**config.mk**
```make
export PLATFORM = sky130hd
export DESIGN_NAME = seg7_msg_decoder
export DESIGN_NICKNAME = d
export VERILOG_FILES = /design/src/rtl/seg7_msg_decoder_pkg.sv /design/src/rtl/seg7_msg_decoder_seg7_to_char.sv /design/src/rtl/seg7_msg_decoder.sv
export SDC_FILE = /design/constraint.sdc
export NUM_CORES = 1
export LEC_CHECK = 0
export BUFFER_PORTS_ARGS = -buffer_cell sky130_fd_sc_hd__buf_2
export CAP_MARGIN = 20
export CORE_MARGIN = 1
export CORE_UTILIZATION = 56
export CTS_CLUSTER_SIZE = 12
export DETAILED_ROUTE_END_ITERATION = 6
export GPL_ROUTABILITY_DRIVEN = 0
export PLACE_DENSITY = 0.78
export SLEW_MARGIN = 40
export SYNTH_ARGS = -nofsm -noshare
export SYNTH_HDL_FRONTEND = slang
export SYNTH_SLANG_ARGS = --single-unit
```
**constraint.sdc**
```tcl
create_clock -name Clock -period 4.3 [get_ports Clock]
set_clock_uncertainty 0.2 [all_clocks]
set_input_delay 0.43 -clock Clock [delete_from_list [all_inputs] [get_ports Clock]]
set_output_delay 0.43 -clock Clock [all_outputs]
set_load 0.05 [all_outputs]
```
**src/rtl/seg7_msg_decoder_pkg.sv**
```systemverilog
// Shared constants for the rotating-word display checker: segment patterns,
// character codes, rotation sentinel, FSM encoding and the word rotator.
package seg7_msg_decoder_pkg;

  // Active-low patterns written in segment order a..g (leftmost literal bit = seg a)
  localparam logic [6:0] SEG_H     = 7'b1001000;
  localparam logic [6:0] SEG_E     = 7'b0110000;
  localparam logic [6:0] SEG_L     = 7'b1110001;
  localparam logic [6:0] SEG_O     = 7'b0000001;
  localparam logic [6:0] SEG_BLANK = 7'b1111111;

  localparam logic [2:0] CH_H     = 3'd0;
  localparam logic [2:0] CH_E     = 3'd1;
  localparam logic [2:0] CH_L     = 3'd2;
  localparam logic [2:0] CH_O     = 3'd3;
  localparam logic [2:0] CH_BLANK = 3'd4;

  localparam logic [2:0] ROT_NONE = 3'd7;
  localparam logic [2:0] ROT_LAST = 3'd4;

  typedef enum logic [1:0] {
    IDLE   = 2'd0,
    SETTLE = 2'd1,
    SEARCH = 2'd2,
    REPORT = 2'd3
  } state_t;

  // Left-rotate a five-character word by k characters (3*k bits)
  function automatic logic [14:0] rotl_word(input logic [14:0] w, input logic [2:0] k);
    logic [14:0] r;
    case (k)
      3'd1:    r = {w[11:0], w[14:12]};
      3'd2:    r = {w[8:0],  w[14:9]};
      3'd3:    r = {w[5:0],  w[14:6]};
      3'd4:    r = {w[2:0],  w[14:3]};
      default: r = w;
    endcase
    return r;
  endfunction

endpackage

```
**src/rtl/seg7_msg_decoder_seg7_to_char.sv**
```systemverilog
// Combinational reverse map of one active-low 7-segment pattern to its character
// code; unknown patterns read as blank and raise the bad flag.
module seg7_to_char
  import seg7_msg_decoder_pkg::*;
(
  input  logic [0:6] seg,
  output logic [2:0] code,
  output logic       bad
);

  always_comb begin
    code = CH_BLANK;
    bad  = 1'b0;
    case (seg)
      SEG_H:     code = CH_H;
      SEG_E:     code = CH_E;
      SEG_L:     code = CH_L;
      SEG_O:     code = CH_O;
      SEG_BLANK: code = CH_BLANK;
      default:   bad  = 1'b1;
    endcase
  end

endmodule

```
**src/rtl/seg7_msg_decoder.sv**
```systemverilog
// Receive-side checker: waits for the five display digits to settle, decodes them
// and reports which left-rotation of RefMsg they show over a valid/ready handshake.
module seg7_msg_decoder
  import seg7_msg_decoder_pkg::*;
#(
  parameter int STABLE_CYCLES = 16,
  parameter int CW            = 5
) (
  input  logic        Clock,
  input  logic        Resetn,
  input  logic [0:6]  HEX4,
  input  logic [0:6]  HEX3,
  input  logic [0:6]  HEX2,
  input  logic [0:6]  HEX1,
  input  logic [0:6]  HEX0,
  input  logic [14:0] RefMsg,
  input  logic        Ready,
  output logic        Valid,
  output logic [14:0] Codes,
  output logic [2:0]  Rot,
  output logic        Match,
  output logic        BadSeg
);

  localparam logic [CW-1:0] CNT_LAST = CW'(STABLE_CYCLES - 1);
  localparam logic [CW-1:0] CNT_MAX  = {CW{1'b1}};

  logic [34:0]   sample_p0;
  logic [34:0]   sample_p1;
  logic          change;
  logic [14:0]   dec_codes;
  logic [4:0]    dec_bad;
  state_t        state;
  logic [CW-1:0] count;
  logic [CW-1:0] count_next;
  logic [2:0]    k;
  logic          pend;

  // Stage p0: raw display capture; p1: previous capture for change detection
  always_ff @(posedge Clock or negedge Resetn) begin
    if (!Resetn) begin
      sample_p0 <= '1;
      sample_p1 <= '1;
    end else begin
      sample_p0 <= {HEX4, HEX3, HEX2, HEX1, HEX0};
      sample_p1 <= sample_p0;
    end
  end

  assign change     = (sample_p0 != sample_p1);
  assign count_next = (count == CNT_MAX) ? count : count + 1'b1;

  for (genvar d = 0; d < 5; d++) begin : g_dec
    seg7_to_char u_dec (
      .seg  (sample_p0[7*d +: 7]),
      .code (dec_codes[3*d +: 3]),
      .bad  (dec_bad[d])
    );
  end

  always_ff @(posedge Clock or negedge Resetn) begin
    if (!Resetn) begin
      state  <= IDLE;
      Valid  <= 1'b0;
      Codes  <= '0;
      Rot    <= ROT_NONE;
      Match  <= 1'b0;
      BadSeg <= 1'b0;
      count  <= '0;
      k      <= '0;
      pend   <= 1'b0;
    end else begin
      case (state)
        IDLE: begin
          if (change) begin
            state <= SETTLE;
            count <= '0;
          end
        end

        SETTLE: begin
          if (change) begin
            count <= '0;
          end else begin
            count <= count_next;
            if (count_next >= CNT_LAST) begin
              state  <= SEARCH;
              k      <= '0;
              Codes  <= dec_codes;
              BadSeg <= |dec_bad;
              Rot    <= ROT_NONE;
              Match  <= 1'b0;
              pend   <= 1'b0;
            end
          end
        end

        SEARCH: begin
          if (change) pend <= 1'b1;
          if (rotl_word(RefMsg, k) == Codes) begin
            Rot   <= k;
            Match <= 1'b1;
            Valid <= 1'b1;
            state <= REPORT;
          end else if (k == ROT_LAST) begin
            Rot   <= ROT_NONE;
            Match <= 1'b0;
            Valid <= 1'b1;
            state <= REPORT;
          end else begin
            k <= k + 3'd1;
          end
        end

        REPORT: begin
          if (Ready) begin
            // A change seen while busy (or on this very cycle) restarts settling
            Valid <= 1'b0;
            count <= '0;
            pend  <= 1'b0;
            state <= (pend || change) ? SETTLE : IDLE;
          end else if (change) begin
            pend <= 1'b1;
          end
        end

        default: state <= IDLE;
      endcase
    end
  end

endmodule
```
==> impl_metrics.env, run 1 <==
export IMPL_synth_distinct_cells=55
export IMPL_peakVddDrop_uv=199.6
export IMPL_insertion_delay_ns=0.38
export IMPL_num_antenna_cells=0
export IMPL_grt_usage=0.2501
export IMPL_core_area_sq_um=8763
export IMPL_power_share_clock=0.315
export IMPL_synth_seq_area_share=0.5197
export IMPL_hold_ws_ns=0.1922
export IMPL_yosysTopAreaCell="dfstp_2"
export IMPL_area_growth_pct=18.89
export IMPL_fin_nets=632
export IMPL_finalSetupTns_ns=0
export IMPL_holdCritPathClass="register to register"
export IMPL_fmax_ghz=0.2851
export IMPL_dieWidth_microns=97.32
export IMPL_wl_per_cell_microns=16.71
export IMPL_initial_core_util=0.5805
export IMPL_p_comb_frac=0.084
export IMPL_syn_cell_area_sq_um=5087
export IMPL_crit_arrival_ns=3.57
export IMPL_final_util=0.6902
export IMPL_drcViolationCount=0
export IMPL_drv_slew=0
export IMPL_status="complete, no violations"
export IMPL_pwr_share_seq=0.601
export IMPL_min_path_cells=0
export IMPL_netlist_top_cells_count="73 x dfstp_2, 48 x xnor2_1, 29 x dfrtp_1"
export IMPL_io_buffer_count=73
export IMPL_clk_path_buf_depth=2
export IMPL_die_area_sq_um=9470
export IMPL_tritoncts="yes"
export IMPL_power_internal_mw=1.320
export IMPL_crit_required_ns=4.36
export IMPL_cap_violations=0
export IMPL_clock_sinks=102
export IMPL_synth_fp_nets=528
export IMPL_yosys_warnings=0
export IMPL_drtAntennaViolNets=0
export IMPL_endpoint_kind="register"
export IMPL_powerDensity_nw_per_um2=292.5
export IMPL_setup_viol=0
export IMPL_critPathKind="register to register"
export IMPL_cts_resized=0
export IMPL_synth_async_reset_ratio=1.000
export IMPL_finalHoldViolCount=0
export IMPL_drt_iter0_markers=304
export IMPL_ff2ff_path_depth=10
export IMPL_clockRootBuffer="clkbuf_8"
export IMPL_drtPass1Iterations=5
export IMPL_row_count=34
export IMPL_place_inst=629
export IMPL_synth_top_cell_area_share=0.3770
export IMPL_routed_wl_mm=11.38
export IMPL_synthCells=464
export IMPL_cp_max_fo=18
export IMPL_tightest_slew_ns=0.7471
export IMPL_relSlewSlack=0.5019
export IMPL_drive_gt1_frac=0.3124
export IMPL_grt_max_degree=68
export IMPL_synth_ff_type="dfstp_2"
export IMPL_fp_dieH_microns=97.32
export IMPL_pin_count=74
export IMPL_antenna_found_initial=0
export IMPL_p_sw_mw=0.4492
export IMPL_viasPerCell=5.988
export IMPL_dp_hpwl_mm=7.929
export IMPL_synth_most_common_cell="dfstp_2"
export IMPL_ys_seq_elements=102
export IMPL_cp_start_kind="register"
export IMPL_cts_made_buffers=9
export IMPL_setup_ws_ns=0.7921
export IMPL_synth_area_leaders="dfstp_2 38%, dfrtp_1 14%, xnor2_1 8.3%"
export IMPL_grt_pass1_vias=3896
export IMPL_route_vias_total=4078
export IMPL_pre_cts_ws_ns=0.8713
export IMPL_grt_pass1_wl_mm=18.71
export IMPL_p_leak_nw=2.514
export IMPL_stdcell_count=681
export IMPL_synth_edf_count=0
export IMPL_grt_setup_unrepaired="no"
export IMPL_overflow=0
export IMPL_period_minus_slack_ns=3.508
export IMPL_clk_pin_slew_ns=0.12
export IMPL_swShare=0.2539
export IMPL_fin_crit_sh=0.8158
export IMPL_htreeDepth=3
export IMPL_synth_area_per_cell_sq_um=10.96
==> cells by family (layout without fill, tap and decap cells) <==
family	Yosys count	after routing	synth area share
AND/OR/NAND/NOR	124	124	0.1276
flip-flops	102	102	0.5197
AO/OA/AOI/OAI	115	115	0.1549
buffers and inverters	36	145	0.03492
multiplexers	11	11	0.02386
XOR/XNOR	65	65	0.1119
adder cells (fa/ha/maj)	11	11	0.02705
==> critical path, cell delays in order (launching register included) <==
cell	delay [ns]
dfrtp_1	0.45
inv_1	0.14
ha_1	0.57
nand2_1	0.27
o21ai_2	0.18
or3b_1	0.39
a211oi_2	0.23
nand3_1	0.12
a21o_1	0.29
a21oi_1	0.24
mux2_1	0.34
==> stage by stage <==
stage | power, mW | instance area, sq um
finish | 1.769 | 6048
global route | 1.841 | 6048
CTS | 1.776 | 6045
detailed placement | 1.200 | 5503
global placement | 1.193 | 5503
floorplan | 1.127 | 5087
==> power groups by stage <==
stage	combinational [mW]	clock [mW]	sequential [mW]
after floorplan	0.0636	0	1.06
after global placement	0.117	0	1.08
after detailed placement	0.121	0	1.08
after CTS	0.147	0.567	1.06
after global routing	0.164	0.607	1.07
final	0.149	0.557	1.06
==> metal layers <==
layer,global-route usage,share of wire,wire length [microns]
met5,0,0,0
met4,0.07692,0.016,185
met3,0.05108,0.071,804
met2,0.3998,0.48,5453
met1,0.3464,0.43,4937
==> state kept, by name, summed over array words and instances, names as in the netlist, 2 cells and up <==
| name | count |
|---|---|
| sample_p0 | 35 |
| sample_p1 | 35 |
| Codes | 15 |
| count | 5 |
| Rot | 3 |
| k | 3 |
| state | 2 |
==> repair_timing <==
| item | 4_1_cts | 5_1_grt |
|---|---|---|
| buffers inserted | 0 | 0 |
| hold buffers | 36 | 0 |
| hold endpoints to repair | 64 | 0 |
==> cell usage in the layout (no fill, tap or decap), drive strengths merged, types with 2 or more instances in the layout <==
cell type | Yosys | final
buf | 17 | 77
dfstp | 73 | 73
xnor2 | 48 | 48
o21ai | 39 | 39
dlygate4sd3 | 0 | 36
dfrtp | 29 | 29
nor2 | 24 | 24
nand2 | 21 | 21
nand4 | 18 | 18
inv | 16 | 18
xor2 | 17 | 17
a32oi | 17 | 17
a22oi | 16 | 16
nor4 | 15 | 15
a21oi | 13 | 13
nor3 | 11 | 11
nand3 | 11 | 11
ha | 11 | 11
clkbuf | 3 | 10
mux2 | 9 | 9
and3 | 8 | 8
a31oi | 4 | 4
or3 | 4 | 4
o22a | 3 | 3
clkinv | 0 | 3
mux2i | 2 | 2
a2111oi | 2 | 2
o2111ai | 2 | 2
a211oi | 2 | 2
a21o | 2 | 2
nor2b | 2 | 2
a221o | 2 | 2
a31o | 2 | 2
and2 | 2 | 2
o31ai | 2 | 2
a21boi | 2 | 2
==> path summary, 6_finish.rpt <==
kind	from	endpoint	slack, ns
hold reg to reg	sample_p0[25]	sample_p1[25]	0.19
setup / recovery	k[0]	state[1]	0.79
setup reg to reg	k[0]	state[1]	0.79
max in group asynchronous	Resetn	sample_p0[9]	2.61
min in group asynchronous	Resetn	Codes[14]	0.41
hold / removal	sample_p0[25]	sample_p1[25]	0.19
==> cell type report <==
type	count	area, sq um
timing repair buffer	113	762.0
clock buffer	10	127.6
sequential	102	2644
clock inverter	6	53.80
tap	108	135.1
multi-input combinational	326	2266
fill	673	2715
inverter	16	60.06
Note: power is estimated with default switching activity, not from simulation.
==> run 2: changes to the inputs <==
ABC_AREA = 1   (was unset)
clock period = 3.4 ns   (was 4.3 ns; I/O delays follow)
==> run 2 against run 1 <==
- routed wire length rose by 10%
- fmax rose by 19%
- combinational power rose by 49%
- critical path depth rose by 5
- sequential cell count did not move
- clock power rose by 57%
- cell count rose by 35%
- critical path type unchanged
- largest cell class unchanged
==> impl_metrics.env, run 2 <==
export IMPL_status="complete, no violations"
export IMPL_synth_area_per_cell_sq_um=8.098
export IMPL_clk_path_buf_depth=2
export IMPL_synth_area_leaders="dfstp_2 35%, dfrtp_1 13%, nand2_1 13%"
export IMPL_peakVddDrop_uv=354.5
export IMPL_die_area_sq_um=10230
export IMPL_grt_setup_unrepaired="no"
export IMPL_final_common_cell="nand2_1"
export IMPL_drcViolationCount=0
export IMPL_crit_arrival_ns=3.01
export IMPL_post_route_cell_area_sq_um=6570
export IMPL_yosysTopAreaCell="dfstp_2"
export IMPL_synth_ff_type="dfstp_2"
export IMPL_relSlewSlack=0.6175
export IMPL_power_internal_mw=1.831
export IMPL_drv_slew=0
export IMPL_cap_violations=0
export IMPL_post_cts_buffers=0
export IMPL_fin_crit_sh=0.8645
export IMPL_viasPerCell=5.269
export IMPL_clockRootBuffer="clkbuf_8"
export IMPL_powerDensity_nw_per_um2=370.5
export IMPL_finalSetupTns_ns=0
export IMPL_swShare=0.2475
export IMPL_power_share_clock=0.359
export IMPL_synth_area_mux_share=0
export IMPL_grt_use_met1=0.3419
export IMPL_synth_top_cell_area_share=0.3483
export IMPL_fin_nets=852
export IMPL_insertion_delay_ns=0.36
export IMPL_grt_pass1_vias=4569
export IMPL_num_antenna_cells=0
export IMPL_synth_seq_area_share=0.4801
export IMPL_row_count=35
export IMPL_dp_hpwl_mm=8.979
export IMPL_synth_edf_count=0
export IMPL_synth_distinct_cells=36
export IMPL_synthCells=680
export IMPL_reg2reg_from="k[0]"
export IMPL_synth_compound_area_frac=0.05703
export IMPL_synth_top_family_by_area="simple AND/OR/NAND/NOR gates"
export IMPL_crit_end="Match"
export IMPL_syn_cell_area_sq_um=5507
export IMPL_setup_viol=0
export IMPL_fmax_ghz=0.3402
export IMPL_fp_dieH_microns=101.2
export IMPL_cts_made_buffers=9
export IMPL_dpl_cell_area_sq_um=5972
export IMPL_clk_pin_slew_ns=0.11
export IMPL_finalHoldViolCount=0
export IMPL_route_vias_total=4858
export IMPL_p_leak_nw=3.084
export IMPL_drtAntennaViolNets=0
export IMPL_grt_pass1_wl_mm=20.79
export IMPL_synthAdderAreaFrac=0.02499
export IMPL_clock_sinks=102
export IMPL_pin_count=74
export IMPL_use_met2=0.4417
export IMPL_crit_required_ns=3.47
export IMPL_dieWidth_microns=101.2
export IMPL_pwr_share_seq=0.550
export IMPL_tritoncts="yes"
export IMPL_synth_fp_nets=744
export IMPL_cp_startpoint="k[0]"
export IMPL_final_cell_mix="192 x nand2_1, 82 x nand3_1, 73 x dfstp_2"
export IMPL_tightest_slew_ns=0.5738
export IMPL_routed_wl_mm=12.56
export IMPL_io_buffer_count=73
export IMPL_drt_iter0_markers=214
export IMPL_cp_max_fo=13
export IMPL_ys_seq_elements=102
export IMPL_p_sw_mw=0.6025
export IMPL_grt_max_degree=59
export IMPL_r2r_end="Match"
export IMPL_cts_resized=0
export IMPL_holdCritPathClass="register to register"
export IMPL_synth_most_common_cell="nand2_1"
export IMPL_rrSetupSlack_ns=0.46
export IMPL_critPathKind="register to register"
export IMPL_wl_per_cell_microns=13.63
export IMPL_yosys_warnings=0
export IMPL_synth_async_reset_ratio=1.000
export IMPL_cp_start_kind="register"
export IMPL_gr_usage_met3=0.04141
export IMPL_core_area_sq_um=9371
export IMPL_antenna_found_initial=0
export IMPL_area_growth_pct=19.31
export IMPL_reg_largest_list="sample_p0 x35, sample_p1 x35, Codes x15"
export IMPL_overflow=0
export IMPL_drive_gt1_frac=0.2308
export IMPL_grt_usage=0.2614
export IMPL_p_comb_frac=0.091
export IMPL_busiest_layer="met2"
export IMPL_cts_hold_buf=36
export IMPL_netlist_top_cells_count="192 x nand2_1, 82 x nand3_1, 73 x dfstp_2"
export IMPL_drtPass1Iterations=7
export IMPL_synth_xor_area_share=0.05726
export IMPL_ff2ff_path_depth=15
export IMPL_synth_simple_area_share=0.3167
export IMPL_period_minus_slack_ns=2.939
export IMPL_endpoint_kind="register"
export IMPL_htreeDepth=3
export IMPL_initial_core_util=0.5876
run 2: cell types whose count changed in the layout (fill, tap and decap cells not counted), moves of 17 or more:
cell     change
nor2_1      +47
a32oi_1     -17
inv_1       +46
nand2_1    +171
xnor2_1     -20
nand3_1     +71
run 2: cell type report:
type | instances | area, sq um
clock buffer | 9 | 123.9
clock inverter | 7 | 113.9
fill | 749 | 2801
inverter | 64 | 245.2
multi-input combinational | 498 | 2511
sequential | 102 | 2644
tap | 129 | 161.4
timing repair buffer | 113 | 770.7
run 2: kinds of logic after synthesis:
group                    Yosys count
AND/OR/NAND/NOR                  395
adder cells (fa/ha/maj)           11
buffers and inverters             80
AO/OA/AOI/OAI                     56
XOR/XNOR                          36
flip-flops                       102
run 2: worst min path at each step:
stage,from,end,slack (ns),depth (start not counted)
finish,sample_p0[25],sample_p1[25],0.20,0
global route,sample_p0[12],sample_p1[12],0.20,0
detailed placement,Resetn,Codes[14],0.17,1
global placement,Resetn,Codes[2],0.17,1
CTS,sample_p0[12],sample_p1[12],0.19,0
floorplan,Resetn,BadSeg,-0.16,0
run 2: critical path: stages (launching register included):
cell and delay [ns]:
dfrtp_1 0.44, inv_1 0.11, ha_1 0.42, nand2_1 0.31, o21ai_0 0.30, nor2_1 0.08
nand2_1 0.07, nand3_1 0.07, nand2_1 0.07, nand3_1 0.17, nor2_4 0.20, nand2_2 0.10
nand3_4 0.13, nand2_4 0.07, nand2_1 0.06, nand2_1 0.05
run 2: metal layers:
metal,routed length [microns],share of wire,vias up
met4,363,0.029,0
met3,736,0.059,29
li1,-,-,2398
met5,0,0,-
met1,5517,0.44,2241
met2,5946,0.47,190
run 2: power by group through the flow:
stage / combinational [mW] / sequential, mW / clock [mW]
after global routing: 0.246 / 1.35 / 0.945
after floorplan: 0.0874 / 1.36 / 0
after global placement: 0.181 / 1.35 / 0
final: 0.222 / 1.34 / 0.873
after detailed placement: 0.188 / 1.36 / 0
after CTS: 0.220 / 1.34 / 0.888
run 2: through the flow:
stage | worst slack [ns] | hold slack (ns) | utilization | cells | power, mW
2_1_floorplan | 0.8574 | -0.1556 | - | 680 | 1.445
3_3_place_gp | 0.6720 | 0.1661 | 0.6373 | 870 | 1.536
3_5_place_dp | 0.5020 | 0.1746 | 0.6373 | 870 | 1.546
4_1_cts | 0.5040 | 0.1912 | 0.7011 | 922 | 2.447
5_1_grt | 0.2027 | 0.1990 | 0.7011 | 922 | 2.536
6_report | 0.4609 | 0.1962 | 0.7011 | 922 | 2.434
==> run 3: changes to the inputs <==
CORE_ASPECT_RATIO = 1.75   (was unset)
==> run 3 against run 2 <==
- sequential cell count is the same
- critical path depth is 2 higher
- core utilization down 0.21 points
- routed wire length up 1.5%
- sequential power about the same
- non-clock buffer count increased by 3
- register-to-register slack hardly changed
- power rose by 8.2%
- first-iteration DRC count rose by 19%
- critical endpoint is now state[1]
==> impl_metrics.env, run 3 (synthesis gave the netlist of run 2 again) <==
export IMPL_io_buffer_count=73
export IMPL_viasPerCell=5.302
export IMPL_die_area_sq_um=10250
export IMPL_period_minus_slack_ns=2.925
export IMPL_wl_per_cell_microns=13.90
export IMPL_tightest_slew_ns=0.6072
export IMPL_num_antenna_cells=0
export IMPL_fp_dieH_microns=133.2
export IMPL_clk_path_buf_depth=2
export IMPL_holdCritPathClass="register to register"
export IMPL_drt_iter0_markers=254
export IMPL_slowest_stage="ha_1"
export IMPL_crit_arrival_ns=2.97
export IMPL_peakVddDrop_uv=497.8
export IMPL_drtAntennaViolNets=0
export IMPL_endpoint_kind="register"
export IMPL_grt_max_degree=50
export IMPL_regArea_sq_um=2644
export IMPL_tritoncts="yes"
export IMPL_final_cell_mix="192 x nand2_1, 82 x nand3_1, 73 x dfstp_2"
export IMPL_grt_setup_unrepaired="no"
export IMPL_reg_largest_list="sample_p0 x35, sample_p1 x35, Codes x15"
export IMPL_clock_sinks=102
export IMPL_grt_usage=0.2708
export IMPL_area_growth_pct=20.93
export IMPL_final_util=0.6990
export IMPL_initial_core_util=0.5780
export IMPL_clockRootBuffer="clkbuf_16"
export IMPL_hold_ws_ns=0.1873
export IMPL_rrSetupSlack_ns=0.48
export IMPL_drv_slew=0
export IMPL_insertion_delay_ns=0.35
export IMPL_p_leak_nw=3.136
export IMPL_overflow=0
export IMPL_dpl_cell_area_sq_um=5973
export IMPL_drtPass1Iterations=5
export IMPL_antenna_found_initial=0
export IMPL_nFillCells=774
export IMPL_pin_count=74
export IMPL_status="complete, no violations"
export IMPL_dp_hpwl_mm=9.540
export IMPL_drive_gt1_frac=0.2337
export IMPL_slowest_delay_ns=0.52
export IMPL_dieWidth_microns=76.96
export IMPL_crit_required_ns=3.44
export IMPL_finalSetupTns_ns=0
export IMPL_grt_pass1_wl_mm=21.65
export IMPL_critPathKind="register to register"
export IMPL_cp_max_fo=23
export IMPL_fin_nets=855
export IMPL_routed_wl_mm=12.76
export IMPL_post_route_cell_area_sq_um=6659
export IMPL_fmax_ghz=0.3419
export IMPL_cts_made_buffers=9
export IMPL_multi_input_comb_area_sq_um=2511
export IMPL_post_cts_buffers=0
export IMPL_core_area_sq_um=9527
export IMPL_fin_crit_sh=0.8603
export IMPL_row_count=47
export IMPL_clk_pin_slew_ns=0.07
export IMPL_cp_common_cell="nand2_1"
export IMPL_drcViolationCount=0
export IMPL_setup_viol=0
export IMPL_final_common_cell="nand2_1"
export IMPL_crit_chain="inv_1, ha_1, o21ai_4, nand2_4, inv_6, nand2_1, nand2_1, nand2_1, nand2_1, nor2_1, nand2_1, nor2_4, nand2_2, nand3_4, nand2_2, nand2_1, nand2_1"
export IMPL_route_vias_total=4867
export IMPL_grt_pass1_vias=4760
export IMPL_finalHoldViolCount=0
export IMPL_relSlewSlack=0.5952
export IMPL_p_total_mw=2.634
export IMPL_cap_violations=0
export IMPL_htreeDepth=3
export IMPL_cp_start_kind="register"
export IMPL_powerDensity_nw_per_um2=395.6
[run 3: critical path, delay by kind of cell, from the launching register on]
kind	cells	cell delay, ns
AO/OA/AOI/OAI	1	0.13
adder cells (fa/ha/maj)	1	0.52
buffers and inverters	2	0.21
flip-flops	1	0.42
AND/OR/NAND/NOR	13	1.31
[run 3: per-layer routing]
| layer | vias to the layer above | part of all wire | global-route usage | routed length (microns) |
|---|---|---|---|---|
| li1 | 2418 | - | - | - |
| met1 | 2234 | 0.38 | 0.2974 | 4784 |
| met2 | 174 | 0.53 | 0.4807 | 6723 |
| met3 | 41 | 0.045 | 0.04110 | 579 |
| met4 | 0 | 0.053 | 0.1731 | 670 |
| met5 | - | 0 | 0 | 0 |
[run 3: power by group]
part	internal [mW]	switching, mW	total [mW]	leakage, nW
sequential	1.30	0.0452	1.34	1.16
clock	0.640	0.436	1.08	0.162
combinational	0.103	0.114	0.218	1.81
total	2.04	0.596	2.63	3.14
[run 3: final cells by class]
class / count / share of cell area
inverter: 64 / 0.03683
tap: 122 / 0.02292
clock inverter: 5 / 0.009207
timing repair buffer: 116 / 0.1172
multi-input combinational: 498 / 0.3771
clock buffer: 11 / 0.03965
sequential: 102 / 0.3970
[run 3: what timing repair did]
| action | CTS | global route |
|---|---|---|
| resized for setup | 0 | 0 |
| hold buffers | 36 | 0 |
| hold endpoints to repair | 53 | 0 |
[run 3: final timing paths]
path | end | startpoint | depth (start not counted)
setup / recovery | state[1] | k[0] | 17
hold / removal | sample_p1[25] | sample_p0[25] | 0
setup reg to reg | state[1] | k[0] | 17
hold reg to reg | sample_p1[25] | sample_p0[25] | 0
max in group asynchronous | sample_p1[3] | Resetn | 3
min in group asynchronous | k[1] | Resetn | 2
[run 3: metrics by stage]
step,std cells,worst slack [ns]
finish,918,0.4751
global route,918,0.2114
CTS,918,0.4918
detailed placement,866,0.5506
global placement,866,0.6425
floorplan,680,0.8574
